==> src/rtl/sa_run_controller.sv <==
// Run sequencer for the systolic array: loads weight/data buffers from one byte
// stream, enables the array for k+ROW+COL-2 cycles, then streams results out LSB-first.
module sa_run_controller #(
    parameter int ROW    = 9,
    parameter int COL    = 32,
    parameter int W_DATA = 8,
    parameter int W_ACC  = 32,
    parameter int K_MAX  = 16,
    parameter int W_K    = 5,
    parameter int W_ADDR = 10
) (
    input  logic                         i_clk,
    input  logic                         i_rst,
    input  logic                         i_start,
    input  logic [W_K-1:0]               i_k,
    input  logic [W_DATA-1:0]            s_data,
    input  logic                         s_valid,
    output logic                         s_ready,
    output logic                         o_wsel,
    output logic                         o_wr_en,
    output logic [W_ADDR-1:0]            o_wr_addr,
    output logic [W_DATA-1:0]            o_wr_data,
    output logic                         o_sa_clr,
    output logic                         o_sa_en,
    output logic                         o_res_rd_en,
    output logic [$clog2(ROW*COL)-1:0]   o_res_idx,
    input  logic [W_ACC-1:0]             i_res_data,
    output logic [W_DATA-1:0]            m_data,
    output logic                         m_valid,
    input  logic                         m_ready,
    output logic                         o_busy,
    output logic                         o_done,
    output logic                         o_err
);

    localparam int NB    = W_ACC / W_DATA;
    localparam int NRES  = ROW * COL;
    localparam int MAXRC = (ROW > COL) ? ROW : COL;
    localparam int CLD   = MAXRC * K_MAX;
    localparam int CCMP  = K_MAX + ROW + COL;
    localparam int CMAX  = (CLD > CCMP) ? CLD : CCMP;
    localparam int W_CNT = $clog2(CMAX + 1);
    localparam int W_IDX = $clog2(NRES + 1);
    localparam int W_RI  = $clog2(NRES);
    localparam int W_B   = (NB > 1) ? $clog2(NB) : 1;

    typedef enum logic [2:0] {IDLE, LOAD_W, LOAD_D, COMPUTE, DRAIN, DONE} state_t;

    state_t              state_q, state_d;
    logic [W_K-1:0]      k_q, k_d;
    logic [W_CNT-1:0]    cnt_q, cnt_d;
    logic                wr_en_q, wr_en_d, wsel_q, wsel_d;
    logic [W_ADDR-1:0]   wr_addr_q, wr_addr_d;
    logic [W_DATA-1:0]   wr_data_q, wr_data_d;
    logic                sa_clr_q, sa_clr_d, err_q, err_d;
    logic [W_IDX-1:0]    idx_q, idx_d;
    logic [W_B-1:0]      bcnt_q, bcnt_d;
    logic                cap_q, cap_d, have_q, have_d;
    logic [W_ACC-1:0]    shreg_q, shreg_d;

    logic [W_CNT-1:0]    k_ext, lim_w, lim_d, lim_c, lim_ld, cnt_inc;
    logic [W_ACC-1:0]    cur_word;
    logic                k_ok, xfer, last_byte, rd_en;

    assign k_ext   = W_CNT'(k_q);
    assign lim_w   = W_CNT'(COL) * k_ext;
    assign lim_d   = W_CNT'(ROW) * k_ext;
    assign lim_c   = k_ext + W_CNT'(ROW + COL - 2);
    assign lim_ld  = (state_q == LOAD_W) ? lim_w : lim_d;
    assign cnt_inc = cnt_q + W_CNT'(1);
    assign k_ok    = (i_k != '0) && (i_k <= W_K'(K_MAX));

    // The word being read arrives on i_res_data in the capture cycle; its first
    // byte is forwarded directly so back-to-back words leave no bubble.
    assign cur_word  = cap_q ? i_res_data : shreg_q;
    assign m_data    = cur_word[W_DATA-1:0];
    assign m_valid   = (state_q == DRAIN) && (cap_q || have_q);
    assign xfer      = m_valid && m_ready;
    assign last_byte = (bcnt_q == W_B'(NB - 1));

    assign s_ready     = (state_q == LOAD_W) || (state_q == LOAD_D);
    assign o_sa_en     = (state_q == COMPUTE);
    assign o_busy      = (state_q != IDLE);
    assign o_done      = (state_q == DONE);
    assign o_res_rd_en = rd_en;
    assign o_res_idx   = W_RI'(idx_q);
    assign o_wr_en     = wr_en_q;
    assign o_wsel      = wsel_q;
    assign o_wr_addr   = wr_addr_q;
    assign o_wr_data   = wr_data_q;
    assign o_sa_clr    = sa_clr_q;
    assign o_err       = err_q;

    always_comb begin
        state_d   = state_q;
        k_d       = k_q;
        cnt_d     = cnt_q;
        wr_en_d   = 1'b0;
        wsel_d    = wsel_q;
        wr_addr_d = wr_addr_q;
        wr_data_d = wr_data_q;
        sa_clr_d  = 1'b0;
        err_d     = 1'b0;
        idx_d     = idx_q;
        bcnt_d    = bcnt_q;
        cap_d     = 1'b0;
        have_d    = have_q;
        shreg_d   = shreg_q;
        rd_en     = 1'b0;
        case (state_q)
            IDLE: begin
                if (i_start) begin
                    if (k_ok) begin
                        k_d      = i_k;
                        cnt_d    = '0;
                        sa_clr_d = 1'b1;
                        state_d  = LOAD_W;
                    end else begin
                        err_d = 1'b1;
                    end
                end
            end
            LOAD_W, LOAD_D: begin
                if (s_valid) begin
                    wr_en_d   = 1'b1;
                    wsel_d    = (state_q == LOAD_D);
                    wr_addr_d = W_ADDR'(cnt_q);
                    wr_data_d = s_data;
                    if (cnt_inc == lim_ld) begin
                        cnt_d   = '0;
                        state_d = (state_q == LOAD_W) ? LOAD_D : COMPUTE;
                    end else begin
                        cnt_d = cnt_inc;
                    end
                end
            end
            COMPUTE: begin
                if (cnt_inc == lim_c) begin
                    cnt_d   = '0;
                    state_d = DRAIN;
                end else begin
                    cnt_d = cnt_inc;
                end
            end
            DRAIN: begin
                if (xfer) begin
                    if (last_byte) begin
                        have_d  = 1'b0;
                        bcnt_d  = '0;
                        shreg_d = '0;
                        if (idx_q == W_IDX'(NRES)) state_d = DONE;
                        else                       rd_en   = 1'b1;
                    end else begin
                        have_d  = 1'b1;
                        bcnt_d  = W_B'(bcnt_q + 1'b1);
                        shreg_d = cur_word >> W_DATA;
                    end
                end else if (cap_q) begin
                    have_d  = 1'b1;
                    shreg_d = cur_word;
                end else if (!have_q) begin
                    rd_en = 1'b1;  // first read on entry to DRAIN
                end
                if (rd_en) begin
                    idx_d = W_IDX'(idx_q + 1'b1);
                    cap_d = 1'b1;
                end
            end
            DONE: begin
                idx_d   = '0;
                state_d = IDLE;
            end
            default: state_d = IDLE;
        endcase
    end

    always_ff @(posedge i_clk or posedge i_rst) begin
        if (i_rst) begin
            state_q   <= IDLE;
            k_q       <= '0;
            cnt_q     <= '0;
            wr_en_q   <= 1'b0;
            wsel_q    <= 1'b0;
            wr_addr_q <= '0;
            wr_data_q <= '0;
            sa_clr_q  <= 1'b0;
            err_q     <= 1'b0;
            idx_q     <= '0;
            bcnt_q    <= '0;
            cap_q     <= 1'b0;
            have_q    <= 1'b0;
            shreg_q   <= '0;
        end else begin
            state_q   <= state_d;
            k_q       <= k_d;
            cnt_q     <= cnt_d;
            wr_en_q   <= wr_en_d;
            wsel_q    <= wsel_d;
            wr_addr_q <= wr_addr_d;
            wr_data_q <= wr_data_d;
            sa_clr_q  <= sa_clr_d;
            err_q     <= err_d;
            idx_q     <= idx_d;
            bcnt_q    <= bcnt_d;
            cap_q     <= cap_d;
            have_q    <= have_d;
            shreg_q   <= shreg_d;
        end
    end

endmodule

==> config.mk <==
export PLATFORM = sky130hd
export DESIGN_NAME = sa_run_controller
export DESIGN_NICKNAME = d
export VERILOG_FILES = /design/src/rtl/sa_run_controller.sv
export SDC_FILE = /design/constraint.sdc
export NUM_CORES = 1
export LEC_CHECK = 0
export BUFFER_PORTS_ARGS = -buffer_cell sky130_fd_sc_hd__buf_2
export CORE_ASPECT_RATIO = 1.4
export CORE_MARGIN = 2
export CORE_UTILIZATION = 56
export CTS_CLUSTER_DIAMETER = 60
export CTS_CLUSTER_SIZE = 16
export DETAILED_ROUTE_END_ITERATION = 12
export PLACE_DENSITY = 0.8
export SLEW_MARGIN = 20
export SYNTH_ARGS = -nofsm -noshare
export SYNTH_HDL_FRONTEND = slang
export SYNTH_SLANG_ARGS = --single-unit
==> constraint.sdc <==
create_clock -name i_clk -period 4.1 [get_ports i_clk]
set_input_delay 0.205 -clock i_clk [delete_from_list [all_inputs] [get_ports i_clk]]
set_output_delay 0.205 -clock i_clk [all_outputs]
set_load 0.05 [all_outputs]
==> reports/results.tsv <==
metric	value	unit
total inserted antenna cells	0	
Async SR Flop Fraction	100	%
global-route usage over all layers	24.2	%
vias in the first global route	4115	
number of pins exceeding their max-slew limit in the final report	0	
yosys warns	0	
TritonCTS clock tree	built	
min setup slack post-route	0.798	ns
hold slack final	-0.00790	ns
number of buffers and inverters on the critical path	1	
total number of H-tree levels	3	
endpoint type of the worst setup path	register	
EDFF count, synth	0	
worst hold path class	in2async	
clock-pin slew reported for the worst setup and hold paths after clock tree synthesis	0.06	ns
# clock sinks	85	
library cell with the largest summed area after synthesis	dfrtp_1	
violations in the final reports	hold timing	
Area after DPL	5600	sq um
clock latency on the worst-skew pair	0.34	ns
width of the die	84.7	um
post-synth top area share	41.6	%
share of the clock period used by the worst path	80.5	%
Inst Count DP	686	
number of nets still failing antenna checks after routing	0	
Hold Buf Count CTS	0	
maximum achievable frequency	303	MHz
cell family contributing the most delay on the critical path	compound AO/OA/AOI/OAI gates	
Worst Setup Path Type	reg2reg	
Total Power	3.79	mW
synthesis-to-finish area growth	15.5	%
result of the run	complete, but fails checks	
Die Area	9920	sq um
initial antenna violation count	0	
arrival time worst endpoint	3.53	ns
area of the placeable core	8930	sq um
post-layout instance area	5910	sq um
vias per cell	5.90	
data required time of the worst path	4.32	ns
number of port buffers	94	
skew final	0.00431	ns
effective utilization at floorplan	57.3	%
number of endpoints with negative hold slack in the final report	5	
largest cells by area after synthesis	dfrtp_1 42%, mux2_2 11%, mux2i_1 5.1%	
Root Buffer	clkbuf_16	
Die Span Y	117	um
residual DRC count	0	
Post-CTS Repair Setup Buffers	0	
cell seen most often among critical-path stages	ha_1	
first-pass iteration count of the detailed router	4	
gr ovfl total	0	
number of instances in the synthesized netlist	512	
buffer depth of the longest clock path	2	
average wire length per cell after detail routing	16.5	um
slew of the pin with the lowest slew margin	0.810	ns
critical path, cell by cell	ha_1, ha_1, inv_1, fa_1, nor2b_1, o21ai_0, xnor3_1, nand4_1, a211o_1, o21ai_2, nand2_2, a221o_1	
peak ir drop on the vdd network	0.574	mV
Crit-path slowest cell	dfrtp_1	
CP startpoint kind	register	
number of max-cap violations	0	
post-synthesis sequential element count	85	
biggest cell delay along the critical path	0.49	ns
layout cells sized above 1	30.4	%
via count of the routed design	4144	
Total Wirelength	11.6	mm
dpl hpwl	8.30	mm
remaining max-slew budget at the tightest pin	45.9	%
violation count after the first detailed-routing iteration	160	
Resized Gates After CTS	0	
final non-filler cell total	702	
Rows	41	
power density over the cells	642	nW/um^2
routability congestion estimate from global placement	0.922	
Synth Area per Inst	9.98	sq um
Post-Route Utilization	66.2	%
post-synthesis sequential area ratio	41.6	%
clock buffers created by TritonCTS	9	
global-route wire length before repair	19.3	mm
maximum number of pins on one net before global-route repair	60	
unrepaired setup endpoints after global routing	no	
final setup TNS	0	ns
layout net count	650	
Primary FF master, synth	dfrtp_1	
worst-path fanout max	11	
leakage power figure	2.67	nW
minimum period implied by the final worst setup slack	3.30	ns
Setup-failing EPs final	0	
Top-Level Pins	95	
total nets after synthesis	572	
Synth Cell Area	5110	sq um
worst slack at placement	0.814	ns
number of different library cells in the post-synthesis netlist	64	
final timing paths:
kind / from / end / slack (ns) / cells after the start
worst max-delay path: k_q[4] / cnt_q[2] / 0.80 / 12
worst min-delay path: i_rst / o_wr_data[0] / -0.008 / 2
worst max register to register: k_q[4] / cnt_q[2] / 0.80 / 12
worst min register to register: o_wr_addr[7] / o_wr_addr[7] / 0.48 / 2
max in group asynchronous: i_rst / o_sa_clr / 3.27 / 3
min in group i_clk: i_k[2] / k_q[2] / 0.09 / 3
synth_stat cells (all sizes together), types with 2 or more instances:
cell type / instances
or4: 3
o31ai: 3
and3: 7
nor2b: 4
nand2: 52
or3: 8
nand3: 34
o21a: 4
a22oi: 3
xnor2: 12
and2: 3
nor3: 11
xnor3: 3
nor2: 23
buf: 11
nor3b: 2
a21o: 4
mux2i: 26
nor4: 3
clkbuf: 21
mux2: 49
xor2: 10
a22o: 3
inv: 16
o211ai: 4
a31oi: 2
nand2b: 3
nand4: 9
o2111ai: 3
a211o: 2
ha: 9
dfrtp: 85
a21oi: 23
o21ai: 40
registers in the layout, summed over array words and instances, names as in the netlist:
| register | flops |
|---|---|
| bcnt_q | 2 |
| cap_q | 1 |
| cnt_q | 10 |
| have_q | 1 |
| k_q | 5 |
| o_err | 1 |
| o_res_idx | 9 |
| o_sa_clr | 1 |
| o_wr_addr | 10 |
| o_wr_data | 8 |
| o_wr_en | 1 |
| o_wsel | 1 |
| shreg_q | 32 |
| state_q | 3 |
worst register-to-register path: cells and delay by family (launching register included):
kind                       cells  cell delay, ns
DFF                            1            0.49
and+or+nand+nor                3            0.34
AOI/OAI and AO/OA              4            1.10
xor gates and xnor gates       1            0.31
buffers and inverters          1            0.05
adders and majority gates      3            0.90
where the power goes:
| group | total, mW | leakage [nW] | internal [mW] | switching (mW) |
|---|---|---|---|---|
| Clock | 0.810 | 0.152 | 0.487 | 0.323 |
| Combinational | 1.77 | 1.47 | 0.689 | 1.08 |
| Sequential | 1.21 | 1.05 | 1.00 | 0.212 |
final cells by class:
type	instances	area, sq um
well taps	107	134
clock buffers	10	239
multi-input cells	378	2770
clock inverters	6	62.6
fillers	736	3020
inverters	17	66.3
flip-flops and latches	85	2130
repair buffers	99	508
layer usage:
layer	wire length (um)	share of wire (%)	up-vias	GRT usage, %
met3	506	4.4	17	3.72
met2	6220	54	108	44.7
li1	-	-	2002	-
met5	0	0	-	0
met1	4670	40	2017	28.5
met4	221	1.9	0	9.10
cells in the final DEF, fill, tap and decap left out, drive strengths merged, types with 2 or more instances in the layout:
| master | Yosys | final |
|---|---|---|
| o2111ai | 3 | 3 |
| nand2 | 52 | 52 |
| o21ai | 40 | 40 |
| nand2b | 3 | 3 |
| nor2b | 4 | 4 |
| a21o | 4 | 4 |
| a31oi | 2 | 2 |
| or3 | 8 | 8 |
| clkinv | 1 | 6 |
| o211ai | 4 | 4 |
| xnor2 | 12 | 12 |
| a22o | 3 | 3 |
| nand3 | 34 | 34 |
| xnor3 | 3 | 3 |
| a21oi | 23 | 23 |
| mux2 | 49 | 49 |
| mux2i | 26 | 26 |
| and2 | 3 | 3 |
| o31ai | 3 | 3 |
| and3 | 7 | 7 |
| nor3 | 11 | 11 |
| nand4 | 9 | 9 |
| o21a | 4 | 4 |
| ha | 9 | 9 |
| nor4 | 3 | 3 |
| buf | 11 | 99 |
| inv | 16 | 16 |
| a211o | 2 | 2 |
| xor2 | 10 | 10 |
| or4 | 3 | 3 |
| nor2 | 23 | 23 |
| clkbuf | 21 | 10 |
| a22oi | 3 | 3 |
| nor3b | 2 | 2 |
| dfrtp | 85 | 85 |
logic make-up (layout without fill, tap and decap cells):
kind of cell | count (synthesis) | in the layout | synth area share [%]
adders and majority gates | 10 | 10 | 2.59
and+or+nand+nor | 167 | 167 | 17.2
DFF | 85 | 85 | 41.6
xor gates and xnor gates | 26 | 26 | 5.92
buffers and inverters | 49 | 132 | 4.21
AOI/OAI and AO/OA | 100 | 100 | 12.6
muxes | 75 | 75 | 15.9
No activity file was read; power rests on OpenSTA's default activity.
